$ cat src/rtl/hovalaag_frame_io.sv
// Slot-framed pin I/O for the Hovalaag core: assembles 5x6-bit input samples into
// 30-bit frames (2-deep FIFO) and serializes 24-bit results plus status/sync bytes.
module hovalaag_frame_io (
    input  logic        clk,
    input  logic        reset,
    input  logic        slot_clear,
    input  logic        ovf_clear,
    input  logic [5:0]  data_in,
    output logic [2:0]  slot,
    output logic [29:0] frame_word,
    output logic        frame_valid,
    input  logic        frame_ready,
    input  logic [23:0] result_in,
    input  logic        result_valid,
    output logic        result_ready,
    output logic [7:0]  data_out,
    output logic        overflow
);

    localparam int unsigned FRAME_W = 30;
    localparam int unsigned RES_W   = 24;
    localparam int unsigned BYTE_W  = 8;
    localparam int unsigned DEPTH   = 2;
    localparam int unsigned CNT_W   = 2;

    localparam logic [2:0]        LAST_SLOT = 3'd4;
    localparam logic [CNT_W-1:0]  FULL_CNT  = CNT_W'(DEPTH);
    localparam logic [BYTE_W-1:0] SYNC_BYTE = 8'hA5;

    logic [RES_W-1:0]   acc, acc_nxt;
    logic [FRAME_W-1:0] mem [DEPTH];
    logic [FRAME_W-1:0] push_word;
    logic               rd_ptr, wr_ptr;
    logic [CNT_W-1:0]   count, count_nxt;

    logic [RES_W-1:0]   hold, hold_nxt;
    logic [RES_W-1:0]   shadow, shadow_nxt;
    logic               hold_valid, hold_valid_nxt;
    logic               fresh, fresh_nxt;

    logic [2:0]         slot_nxt;
    logic               ovf_nxt;
    logic [BYTE_W-1:0]  data_out_nxt;
    logic               push_req, push, pop, drop, load, boundary;

    // Next-state for slot counter, frame assembly, FIFO, result path and pin byte
    always_comb begin
        slot_nxt       = slot + 3'd1;
        acc_nxt        = acc;
        push_word      = {data_in, acc};
        hold_nxt       = hold;
        hold_valid_nxt = hold_valid;
        shadow_nxt     = shadow;
        fresh_nxt      = fresh;
        data_out_nxt   = SYNC_BYTE;

        if (slot_clear || slot == LAST_SLOT) begin
            slot_nxt = 3'd0;
        end
        boundary = slot_clear || (slot == LAST_SLOT);

        if (!slot_clear) begin
            case (slot)
                3'd0:    acc_nxt[5:0]   = data_in;
                3'd1:    acc_nxt[11:6]  = data_in;
                3'd2:    acc_nxt[17:12] = data_in;
                3'd3:    acc_nxt[23:18] = data_in;
                default: acc_nxt        = acc;
            endcase
        end

        push_req  = (slot == LAST_SLOT) && !slot_clear;
        pop       = frame_valid && frame_ready;
        push      = push_req && ((count != FULL_CNT) || pop);
        drop      = push_req && (count == FULL_CNT) && !pop;
        count_nxt = count + CNT_W'(push) - CNT_W'(pop);
        ovf_nxt   = drop ? 1'b1 : (ovf_clear ? 1'b0 : overflow);

        // Holding register can only load while empty, so it never races the transfer
        load = result_valid && result_ready;
        if (boundary) begin
            if (hold_valid) begin
                shadow_nxt     = hold;
                hold_valid_nxt = 1'b0;
                fresh_nxt      = 1'b1;
            end else begin
                fresh_nxt = 1'b0;
            end
        end
        if (load) begin
            hold_nxt       = result_in;
            hold_valid_nxt = 1'b1;
        end

        case (slot_nxt)
            3'd0:    data_out_nxt = shadow_nxt[7:0];
            3'd1:    data_out_nxt = shadow_nxt[15:8];
            3'd2:    data_out_nxt = shadow_nxt[23:16];
            3'd3:    data_out_nxt = {ovf_nxt, count_nxt, fresh_nxt, 4'h0};
            default: data_out_nxt = SYNC_BYTE;
        endcase
    end

    always_ff @(posedge clk or posedge reset) begin
        if (reset) begin
            slot         <= 3'd0;
            acc          <= '0;
            for (int unsigned i = 0; i < DEPTH; i++) begin
                mem[i] <= '0;
            end
            rd_ptr       <= 1'b0;
            wr_ptr       <= 1'b0;
            count        <= '0;
            frame_valid  <= 1'b0;
            overflow     <= 1'b0;
            hold         <= '0;
            hold_valid   <= 1'b0;
            result_ready <= 1'b1;
            shadow       <= '0;
            fresh        <= 1'b0;
            data_out     <= '0;
        end else begin
            slot         <= slot_nxt;
            acc          <= acc_nxt;
            if (push) begin
                mem[wr_ptr] <= push_word;
            end
            wr_ptr       <= wr_ptr ^ push;
            rd_ptr       <= rd_ptr ^ pop;
            count        <= count_nxt;
            frame_valid  <= (count_nxt != '0);
            overflow     <= ovf_nxt;
            hold         <= hold_nxt;
            hold_valid   <= hold_valid_nxt;
            result_ready <= !hold_valid_nxt;
            shadow       <= shadow_nxt;
            fresh        <= fresh_nxt;
            data_out     <= data_out_nxt;
        end
    end

    assign frame_word = mem[rd_ptr];

endmodule

$ cat config.mk
export PLATFORM = sky130hd
export DESIGN_NAME = hovalaag_frame_io
export DESIGN_NICKNAME = d
export VERILOG_FILES = /design/src/rtl/hovalaag_frame_io.sv
export SDC_FILE = /design/constraint.sdc
export NUM_CORES = 1
export LEC_CHECK = 0
export CAP_MARGIN = 15
export CORE_ASPECT_RATIO = 2
export CORE_MARGIN = 10
export CORE_UTILIZATION = 35
export DETAILED_ROUTE_END_ITERATION = 10
export SYNTH_ARGS = -nofsm -noshare
export SYNTH_HDL_FRONTEND = slang
export SYNTH_SLANG_ARGS = --single-unit
export TNS_END_PERCENT = 5
$ cat constraint.sdc
create_clock -name clk -period 8.4 [get_ports clk]
set_clock_uncertainty 0.15 [all_clocks]
set_input_delay 0.84 -clock clk [delete_from_list [all_inputs] [get_ports clk]]
set_output_delay 0.84 -clock clk [all_outputs]
set_load 0.02 [all_outputs]
==> results.rst <==
.. list-table::
   :header-rows: 1

   * - Metric
     - Value
   * - Via count of the first global-routing pass
     - 3,918
   * - Dpl cells
     - 695
   * - Area growth from synthesis to layout
     - 25.7%
   * - Tmin final
     - 3150 ps
   * - Fill cell total of the finished layout
     - 1,606
   * - Register-to-Register Path Depth
     - 11
   * - Post_cts resized
     - 0
   * - HPWL after DPL
     - 9700 um
   * - TritonCTS clock tree
     - built
   * - Number of synthesized flops with an enable pin
     - 0
   * - Type of origin of the critical path
     - register
   * - Pins Over Slew Limit
     - 0
   * - Summed negative setup slack over all endpoints
     - 0 ps
   * - RSZ-0062 raised after global routing
     - false
   * - CTS Root Buffer Type
     - sky130_fd_sc_hd__clkbuf_16
   * - Crit path max fanout
     - 30
   * - Relative slew slack
     - 0.420
   * - Site row count
     - 69
   * - First-pass iteration count of the detailed router
     - 4
   * - GRT Util Overall
     - 0.120
   * - First element of the critical path
     - rd_ptr
   * - Die ar.
     - 0.0240 mm^2
   * - Result of the run
     - finished, final reports clean
   * - Routed via count divided by cell count
     - 4.86
   * - Initial antenna violation count
     - 0
   * - Storage element area
     - 0.00380 mm^2
   * - # DRC
     - 0
   * - Pin count of the biggest net entering global routing
     - 99
   * - Arrival time of the worst setup path
     - 2160 ps
   * - Hold_buf cts
     - 0
   * - Final nets
     - 546
   * - Fraction of layout cells with a size suffix above 1
     - 0.381
   * - Async set or reset register ratio after synthesis
     - 1.00
   * - WL final
     - 13,500 um
   * - Sink Count
     - 152
   * - Remaining number of nets flagged by the antenna check after routing
     - 0
   * - Required time of the critical path
     - 7410 ps
   * - Distinct cell type count after synthesis
     - 30
   * - Final Cycle Share
     - 0.375
   * - Core region area
     - 0.0177 mm^2
   * - Final Util
     - 0.445
   * - Detailed-route wire length per cell
     - 18.6 um
   * - Most frequent cells in the layout
     - sky130_fd_sc_hd__mux2_2 (155), sky130_fd_sc_hd__dfrtp_1 (151), sky130_fd_sc_hd__clkdlybuf4s50_1 (79)
   * - Lkg Pwr
     - 0.00359 uW
   * - Area of the multi-input gates
     - 0.00228 mm^2
   * - Max-cap viol count
     - 0
   * - Final hold violation count
     - 0
   * - Post-CTS repair timing setup buffer count
     - 0
   * - Level count of the clock H-tree
     - 4
   * - Crit end category
     - output pin
   * - Power per cell area
     - 359 mW/mm^2
   * - Transition at the pin with the smallest max-transition slack
     - 870 ps
   * - Height of the die
     - 209 um
   * - Yosys warnings
     - 0
   * - Total clock buffers created by CTS
     - 17
   * - Final weighted congestion in routability-driven placement
     - 0.740
   * - Insertion delay of the later-clocked pin in the worst-skew pair
     - 420 ps
   * - Starting density of the core
     - 0.354
   * - Most used flip-flop cell after synthesis
     - sky130_fd_sc_hd__dfrtp_1
   * - Net count of the mapped netlist
     - 462
   * - Post-synthesis cell area
     - 0.00627 mm^2
   * - DRC marker count from the first detailed-route iteration
     - 135
   * - Average cell area after synthesis
     - 15.0 um^2
   * - Max frequency
     - 317 MHz
   * - Overall power
     - 2830 uW
   * - Endpoint of the worst register-to-register path
     - data_out[5]
   * - Worst Setup EP
     - frame_word[28]
   * - Critical path type
     - reg2out
   * - Cells after synthesis
     - 417
   * - Via count
     - 3,531
   * - Antenna cell count
     - 0
   * - Overflow left after global routing
     - 0
   * - Commonest non-fill, non-tap cell in the layout
     - sky130_fd_sc_hd__mux2_2
   * - Register area share after synthesis
     - 0.607
   * - Clock slew at the register clock pins of the worst setup and hold paths
     - 60 ps
   * - Max VDD drop
     - 139 uV
   * - Register bit total from synthesis
     - 152
   * - Die width
     - 115 um
   * - Launch point of the worst reg-to-reg path
     - slot[0]
   * - HP Class
     - reg2reg
   * - First-pass GRT wire length
     - 22,100 um
   * - Reg2Reg Setup Slack
     - 5690 ps
   * - I/O Buffers
     - 79
   * - Count of final setup violators
     - 0
   * - Final Non-Filler Cells
     - 727
   * - # IOs
     - 80
   * - Maximum root-to-sink buffer count
     - 2
==> worst min path at each step <==
stage / endpoint / from / cells past startpoint / slack, ps
6_report: rd_ptr / rd_ptr / 1 / 320
5_1_grt: rd_ptr / rd_ptr / 1 / 350
4_1_cts: rd_ptr / rd_ptr / 1 / 330
3_5_place_dp: fresh / fresh / 2 / 310
3_3_place_gp: fresh / fresh / 2 / 310
2_1_floorplan: fresh / fresh / 2 / 300
==> power by group <==
group	switching [uW]	internal [uW]
sequential	148	1020
clock	306	500
combinational	378	479
total	833	2000
==> state kept, by name, summed over array words and instances (netlist names), 2 cells and up <==
register / flops
acc: 24
count: 2
mem: 60
data_out: 8
slot: 3
shadow: 24
hold: 24
==> per-layer routing <==
metal	part of all wire	track usage	wire length, um	up-vias
met5	0	0	0	-
met1	0.37	0.128	5020	1806
met4	0.020	0.0547	276	0
li1	-	-	-	1636
met2	0.57	0.210	7640	69
met3	0.043	0.0346	576	20
==> final cells by class <==
class                   instances  area share
inverters                      19     0.00968
repair buffers                 84       0.105
clock inverters                14      0.0251
clock buffers                  18      0.0544
well taps                     213      0.0338
multi-input cells             227       0.289
flip-flops and latches        152       0.483
==> Yosys cell counts, types with 2 or more instances <==
library cell | count | area, um^2
sky130_fd_sc_hd__nor2_1 | 10 | 37.5
sky130_fd_sc_hd__nand2_1 | 10 | 37.5
sky130_fd_sc_hd__a221oi_1 | 4 | 35.0
sky130_fd_sc_hd__nor2b_1 | 2 | 12.5
sky130_fd_sc_hd__mux2_2 | 155 | 1750
sky130_fd_sc_hd__xnor2_1 | 3 | 26.3
sky130_fd_sc_hd__inv_1 | 19 | 71.3
sky130_fd_sc_hd__a22oi_1 | 2 | 15.0
sky130_fd_sc_hd__mux2i_1 | 8 | 80.1
sky130_fd_sc_hd__buf_2 | 15 | 75.1
sky130_fd_sc_hd__dfrtp_1 | 151 | 3780
sky130_fd_sc_hd__buf_6 | 3 | 33.8
sky130_fd_sc_hd__o22ai_1 | 7 | 43.8
sky130_fd_sc_hd__ha_1 | 9 | 113
sky130_fd_sc_hd__a21oi_1 | 2 | 10.0
sky130_fd_sc_hd__and2_1 | 3 | 18.8
==> critical path, cell delays in order, from the launching register on <==
cell,delay (ps)
sky130_fd_sc_hd__dfrtp_1,350
sky130_fd_sc_hd__buf_4,420
sky130_fd_sc_hd__mux2_2,420
sky130_fd_sc_hd__clkdlybuf4s50_1,550
==> per-stage QoR <==
| step | hold slack (ps) | instance area (um^2) | worst slack (ps) |
|---|---|---|---|
| CTS | 327 | 7880 | 5200 |
| global placement | 309 | 7260 | 5210 |
| detailed placement | 313 | 7260 | 5190 |
| global route | 348 | 7880 | 5160 |
| finish | 321 | 7880 | 5250 |
| floorplan | 295 | 6270 | 3320 |
==> cell families after synthesis <==
family	synth area share
buf+inv	0.0293
flops	0.607
simple gates	0.0241
xor+xnor	0.00419
compound gates	0.0239
mux	0.294
fa+ha+maj	0.0180
No activity file was read; power rests on OpenSTA's default activity.
